### src/rtl/device2_pkg.sv
// Shared definitions for the device2 dual-FIFO datapath: default widths and
// the arbiter state encoding reported by rr_router2.
package device2_pkg;

   localparam int DATA_W_DEF   = 8;
   localparam int DEST_BIT_DEF = 7;

   typedef enum logic [1:0] {
      ST_IDLE    = 2'd0,
      ST_ACTIVE  = 2'd1,
      ST_BLOCKED = 2'd2
   } arb_state_e;

endpackage

### src/rtl/rr_arb2.sv
// Two-requester round-robin arbiter; combinational grant, pointer register
// moves to the non-granted requester after every grant.
module rr_arb2 (
   input  logic       clk,
   input  logic       reset,
   input  logic [1:0] req,
   output logic [1:0] gnt
);

   logic ptr_q;   // 0: requester 0 wins a tie, 1: requester 1 wins a tie

   always_comb begin
      gnt = 2'b00;
      unique case (req)
         2'b01:   gnt = 2'b01;
         2'b10:   gnt = 2'b10;
         2'b11:   gnt = ptr_q ? 2'b10 : 2'b01;
         default: gnt = 2'b00;
      endcase
   end

   always_ff @(posedge clk) begin
      if (reset)
         ptr_q <= 1'b0;
      else if (gnt[0])
         ptr_q <= 1'b1;
      else if (gnt[1])
         ptr_q <= 1'b0;
   end

endmodule

### src/rtl/rr_router2.sv
// Pops two FWFT ingress FIFOs round-robin and routes each word to one of two
// egress FIFOs selected by a destination bit, honouring almost_full.
module rr_router2
   import device2_pkg::*;
#(
   parameter int DATA_W   = DATA_W_DEF,
   parameter int DEST_BIT = DEST_BIT_DEF,
   parameter int CNT_W    = 8
) (
   input  logic              clk,
   input  logic              reset,
   input  logic [DATA_W-1:0] in0_data,
   input  logic              in0_empty,
   input  logic [DATA_W-1:0] in1_data,
   input  logic              in1_empty,
   output logic              read0,
   output logic              read1,
   input  logic              almost_full_o0,
   input  logic              almost_full_o1,
   output logic [DATA_W-1:0] out_data,
   output logic              write_o0,
   output logic              write_o1,
   output logic [CNT_W-1:0]  cnt_o0,
   output logic [CNT_W-1:0]  cnt_o1,
   output logic [1:0]        state
);

   localparam logic [CNT_W-1:0] CNT_ONE = {{(CNT_W-1){1'b0}}, 1'b1};

   logic              dest0, dest1;
   logic              elig0, elig1;
   logic [1:0]        req, gnt;
   logic              gnt_any;
   logic              sel_dest;
   logic [DATA_W-1:0] sel_data;

   logic [DATA_W-1:0] data_p0;
   logic              wr0_p0, wr1_p0;
   logic [CNT_W-1:0]  cnt0_p0, cnt1_p0;
   arb_state_e        state_q, state_d;

   // A head word is only blocked by the almost_full of the egress it targets.
   assign dest0 = in0_data[DEST_BIT];
   assign dest1 = in1_data[DEST_BIT];
   assign elig0 = !in0_empty && !(dest0 ? almost_full_o1 : almost_full_o0);
   assign elig1 = !in1_empty && !(dest1 ? almost_full_o1 : almost_full_o0);
   assign req   = reset ? 2'b00 : {elig1, elig0};

   rr_arb2 u_arb (
      .clk   (clk),
      .reset (reset),
      .req   (req),
      .gnt   (gnt)
   );

   assign read0    = gnt[0];
   assign read1    = gnt[1];
   assign gnt_any  = |gnt;
   assign sel_dest = gnt[1] ? dest1 : dest0;
   assign sel_data = gnt[1] ? in1_data : in0_data;

   // Stage p0: registered push into the selected egress, counted as it is set.
   always_ff @(posedge clk) begin
      if (reset) begin
         data_p0 <= '0;
         wr0_p0  <= 1'b0;
         wr1_p0  <= 1'b0;
         cnt0_p0 <= '0;
         cnt1_p0 <= '0;
      end else begin
         wr0_p0 <= gnt_any && !sel_dest;
         wr1_p0 <= gnt_any &&  sel_dest;
         if (gnt_any)
            data_p0 <= sel_data;
         if (gnt_any && !sel_dest)
            cnt0_p0 <= cnt0_p0 + CNT_ONE;
         if (gnt_any && sel_dest)
            cnt1_p0 <= cnt1_p0 + CNT_ONE;
      end
   end

   always_ff @(posedge clk) begin
      if (reset)
         state_q <= ST_IDLE;
      else
         state_q <= state_d;
   end

   // Status only: derived from this cycle's inputs, never feeds the grant.
   always_comb begin
      state_d = ST_IDLE;
      if (gnt_any)
         state_d = ST_ACTIVE;
      else if (!in0_empty || !in1_empty)
         state_d = ST_BLOCKED;
   end

   assign out_data = data_p0;
   assign write_o0 = wr0_p0;
   assign write_o1 = wr1_p0;
   assign cnt_o0   = cnt0_p0;
   assign cnt_o1   = cnt1_p0;
   assign state    = state_q;

endmodule

### config.mk
export PLATFORM = sky130hd
export DESIGN_NAME = rr_router2
export DESIGN_NICKNAME = d
export VERILOG_FILES = /design/src/rtl/device2_pkg.sv /design/src/rtl/rr_arb2.sv /design/src/rtl/rr_router2.sv
export SDC_FILE = /design/constraint.sdc
export NUM_CORES = 1
export LEC_CHECK = 0
export CORE_ASPECT_RATIO = 1.25
export CORE_MARGIN = 5
export CORE_UTILIZATION = 48
export DETAILED_ROUTE_END_ITERATION = 10
export MAX_ROUTING_LAYER = met4
export PLACE_DENSITY = 0.95
export SYNTH_ARGS = -nofsm -noshare
export SYNTH_HDL_FRONTEND = slang
export SYNTH_SLANG_ARGS = --single-unit
### constraint.sdc
create_clock -name clk -period 4.3 [get_ports clk]
set_input_delay 1.075 -clock clk [delete_from_list [all_inputs] [get_ports clk]]
set_output_delay 1.075 -clock clk [all_outputs]
set_load 0.02 [all_outputs]
==> reports/results.tsv, run 1 <==
metric	value	unit
crit_required	3.22	ns
syn2layout_area_growth	41.3	%
drc	0	
synth_flop_cell	dfxtp_1	
dieArea	4360	um2
regArea	581	um2
cts.clk_slew.worst_paths	0.07	ns
grt_max_degree	22	
num_vias	1352	
rsz0062_at_grt	no	
worstSetupStartpointType	input pin	
grtUsageTotal	18.7	%
synthesis.area	1500	um2
drt-pass1-iter-count	4	
fin_crit	4.06	ns
path_cells	clkdlybuf4s50_1 > mux2_2 > o211a_1 > nor2b_1 > clkdlybuf4s50_1	
cts_tree	done	
yosysWarnings	0	
end_kind	primary output	
hp-class	reg2reg	
clockBufferDepth	2	
die-height	72.6	um
critPathArrivalTime	2.99	ns
place_congestion	0.924	
antenna_found_initial	0	
ys_ff_latch	29	
cts-resized-gates	0	
cpMostUsedCell	clkdlybuf4s50_1	
crit_slowest_cell	clkdlybuf4s50_1	
timing_worst_setup_path_type	in2out	
fin_ws	0.239	ns
wl	3740	um
fp.dieW	60.0	um
synth_async_sr_flop_share	0	%
overflow	0	
crit_buf_inv	2	
path_max_fanout	6	
nets	233	
final_hold_viol_count	0	
vias_per_cell	5.52	
skew	0.0157	ns
rows	22	
layout_common_cells	51 x clkdlybuf4s50_1, 29 x dfxtp_1, 17 x nor2_1	
cts_post_setup_buffers_inserted	0	
fin_crit_sh	94.4	%
dp_hpwl	2810	um
ios	52	
layout_commonest_cell	clkdlybuf4s50_1	
synth_nets	174	
fmax	246	MHz
root_buffer	clkbuf_4	
yosysSeqAreaShare	38.6	%
start_util	50.5	%
syn_avg_cell_area	10.0	um2
max_stage_delay	0.61	ns
multi_input_comb_area	872	um2
p_per_area	288	nW/um2
holdBufCountCts	0	
numCtsBuffers	5	
leakagePower	0.815	nW
pre_cts_slack	0.254	ns
grt_pass1_vias	1340	
cap_violations	0	
status	finished, final reports clean	
p_total	0.611	mW
relSlewSlack	75.3	%
synth.distinct_cells	43	
worst_pin_slew	0.370	ns
drive_gt1_share	13.4	%
dr.first_iter.drc_count	51	
syn-instance-count	150	
peakVddDrop	275	uV
wl_per_cell	15.3	um
fillerInstances	227	
slew_violations	0	
fin_setup_tns	0	ns
antenna_left	0	
antenna_cells	0	
h-tree-depth	2	
cts_sinks	29	
grt_first_pass_wirelength	6110	um
critPathTopFamily	buffers and inverters	
core-area	2970	um2
synth-edff-count	0	
clkLatencyLatePin	0.34	ns
port_buffers	51	
setup_viol	0	
==> state kept, by name, summed over array words and instances (netlist names) <==
| signal | flops |
|---|---|
| state | 2 |
| out_data | 8 |
| u_arb.ptr_q | 1 |
| cnt_o1 | 8 |
| cnt_o0 | 8 |
| write_o1 | 1 |
| write_o0 | 1 |
==> metal layers <==
layer	track usage, %	wire length (um)
met3	6.58	293
met5	-	0
met4	7.14	52
met2	30.6	1830
met1	20.4	1560
==> metrics by stage <==
stage / hold slack (ns) / area [um2] / instances / utilization, %
after floorplan: 0.487 / 1500 / 150 / -
after global placement: 0.470 / 2070 / 238 / 69.6
after detailed placement: 0.494 / 2070 / 238 / 69.6
after CTS: 0.506 / 2120 / 245 / 71.4
after global routing: 0.524 / 2120 / 245 / 71.4
final: 0.503 / 2120 / 245 / 71.4
==> path summary, 6_finish.rpt <==
check / slack [ns] / to / depth (start not counted) / startpoint
worst max-delay path: 0.24 / read1 / 5 / in1_data[7]
worst min-delay path: 0.50 / out_data[2] / 2 / out_data[2]
worst max register to register: 2.62 / cnt_o0[6] / 4 / u_arb.ptr_q
worst min register to register: 0.50 / out_data[2] / 2 / out_data[2]
==> cells in the mapped netlist (2+ instances only) <==
master | number | share of area [%]
dfxtp_1 | 29 | 39
a21oi_1 | 8 | 2.7
mux2_2 | 4 | 3.0
nor2b_1 | 6 | 2.5
buf_6 | 2 | 1.5
nand4_1 | 2 | 0.83
nor3_1 | 3 | 1.0
o211a_4 | 2 | 2.3
nand2_1 | 3 | 0.75
o21ai_1 | 2 | 0.67
o21ai_0 | 4 | 1.3
o2111ai_4 | 2 | 3.5
inv_1 | 2 | 0.50
mux2i_1 | 13 | 8.7
nand3_1 | 2 | 0.67
clkbuf_1 | 2 | 0.50
o2111ai_1 | 2 | 1.2
nor2_1 | 17 | 4.2
mux2_1 | 4 | 3.0
a211oi_1 | 7 | 3.5
o2111a_1 | 2 | 1.5
and4_1 | 4 | 2.3
ha_1 | 2 | 1.7
nand2b_1 | 7 | 2.9
==> power breakdown <==
part	internal, mW	switching, mW	leakage [nW]
Combinational	0.0737	0.0703	0.547
Sequential	0.285	0.0165	0.237
Clock	0.0770	0.0889	0.0314
==> area by class of cell <==
cell class / count / share of cell area [%]
multi-input cells: 113 / 41.1
clock buffers: 7 / 2.59
flip-flops and latches: 29 / 27.3
repair buffers: 58 / 26.5
inverters: 2 / 0.354
well taps: 36 / 2.12
==> cell families after synthesis <==
logic type	Yosys count	synth area share, %
compound gates	37	21.8
fa+ha+maj	2	1.67
buf+inv	8	3.33
flops	29	38.6
mux	21	14.7
simple gates	53	19.9
==> worst reg2reg max path, cell delays in order, from the launching register on <==
cell      delay [ns]
dfxtp_1         0.32
or3_1           0.45
o211a_4         0.30
o211ai_2        0.17
mux2_2          0.35
Note: power is estimated with default switching activity, not from simulation.
==> run 2: changes to the inputs <==
- CORE_MARGIN: 5 -> 10
- CORE_UTILIZATION: 48 -> 45
- PLACE_DENSITY: 0.95 -> 0.92
- SETUP_SLACK_MARGIN: not set -> 0.05
==> run 2 against run 1 <==
- global-route usage fell by 6.0 points
- first-iteration DRC count rose by 47%
- largest cell class unchanged
- clock-buffer cell count fell by 1
- highest routed layer unchanged
- cell count rose by 0.82%
- design area rose by 1.4%
- die area rose by 39%
==> reports/results.tsv, run 2 (synthesis results as in run 1) <==
metric	value	unit
worst_pin_slew	0.322	ns
start_util	46.6	%
relSlewSlack	77.9	%
place_congestion	0.865	
cts_post_setup_buffers_inserted	0	
fmax	245	MHz
cts_tree	done	
num_vias	1339	
hp-class	reg2reg	
numCtsBuffers	5	
placed_cell_area	2070	um2
syn2layout_area_growth	43.2	%
nets	233	
leakagePower	0.829	nW
die-height	84.6	um
drc	0	
rsz0062_at_grt	no	
peakVddDrop	292	uV
rows	23	
root_buffer	clkbuf_8	
ios	52	
gr-usage-met3	5.06	%
skew	0.00273	ns
grt.busiest_layer	met2	
worstSetupStartpointType	input pin	
h-tree-depth	2	
critPathTopFamily	buffers and inverters	
dieArea	6070	um2
grt_max_degree	32	
slew_violations	0	
p_per_area	306	nW/um2
holdBufCountCts	0	
wl_per_cell	15.2	um
layout_commonest_cell	clkdlybuf4s50_1	
design_area	2150	um2
drt-pass1-iter-count	2	
core-area	3220	um2
antenna_left	0	
antenna_cells	0	
crit_required	3.22	ns
cts_sinks	29	
overflow	0	
clkLatencyLatePin	0.28	ns
status	finished, final reports clean	
end_kind	primary output	
grtUsageTotal	12.7	%
final_hold_viol_count	0	
fin_crit	4.08	ns
fin_setup_tns	0	ns
max_stage_delay	0.55	ns
utilization	66.8	%
met2_usage	19.0	%
cts-resized-gates	0	
port_buffers	51	
timing_worst_setup_path_type	in2out	
crit_slowest_cell	clkdlybuf4s50_1	
drive_gt1_share	13.8	%
dp_hpwl	2870	um
crit_buf_inv	3	
setup_viol	0	
pre_cts_slack	0.231	ns
dr.first_iter.drc_count	75	
cts.clk_slew.worst_paths	0.06	ns
wl	3760	um
clockBufferDepth	2	
fp.dieW	71.7	um
antenna_found_initial	0	
path_cells	clkdlybuf4s50_1 > mux2_2 > o211a_1 > buf_4 > clkdlybuf4s50_1	
grt_first_pass_wirelength	6120	um
critPathArrivalTime	3.01	ns
path_max_fanout	9	
cpMostUsedCell	clkdlybuf4s50_1	
vias_per_cell	5.42	
p_total	0.657	mW
rrSetupSlack	2.58	ns
fin_ws	0.217	ns
grt_pass1_vias	1234	
cap_violations	0	
fin_crit_sh	95.0	%
use_met1	14.7	%
layout_common_cells	51 x clkdlybuf4s50_1, 29 x dfxtp_1, 17 x nor2_1	
run 2: cell types whose count changed in the layout (fill, tap and decap cells not counted), sizes merged:
cell	previous run	this run
clkinv	0	2
clkbuf	7	6
run 2: area by class of cell:
type	instances	area, um2
multi-input cells	113	872
fillers	266	1070
clock inverters	2	10.0
repair buffers	58	563
flip-flops and latches	29	581
inverters	2	7.51
well taps	37	46.3
clock buffers	6	72.6
run 2: worst register-to-register path, delay by kind of cell, from the launching register on:
kind,cells,cell delay (ns)
multiplexers,1,0.34
flip-flops,1,0.33
AND/OR/NAND/NOR,1,0.46
AO/OA/AOI/OAI,2,0.49
run 2: metal layers:
metal	routed length (um)	part of all wire, %	up-vias
met4	67	1.8	0
met3	246	6.5	7
met1	1700	45	613
met2	1740	46	44
li1	-	-	675
met5	0	0	-
run 2: stage by stage:
step	hold WS (ns)	std cells
floorplan	0.487	150
global placement	0.468	239
detailed placement	0.485	239
CTS	0.498	247
global route	0.516	247
finish	0.494	247
run 2: worst paths after layout:
path / from / to / cells past startpoint
min: out_data[3] / out_data[3] / 2
max reg2reg: u_arb.ptr_q / cnt_o0[6] / 4
max: in1_data[7] / read0 / 5
min reg2reg: out_data[3] / out_data[3] / 2
run 2: power by group:
| group | total [mW] | switching, mW | leakage (nW) | internal [mW] |
|---|---|---|---|---|
| logic | 0.142 | 0.0692 | 0.547 | 0.0733 |
| clock network | 0.213 | 0.102 | 0.0450 | 0.112 |
| registers | 0.302 | 0.0162 | 0.237 | 0.285 |
| total | 0.657 | 0.187 | 0.829 | 0.470 |
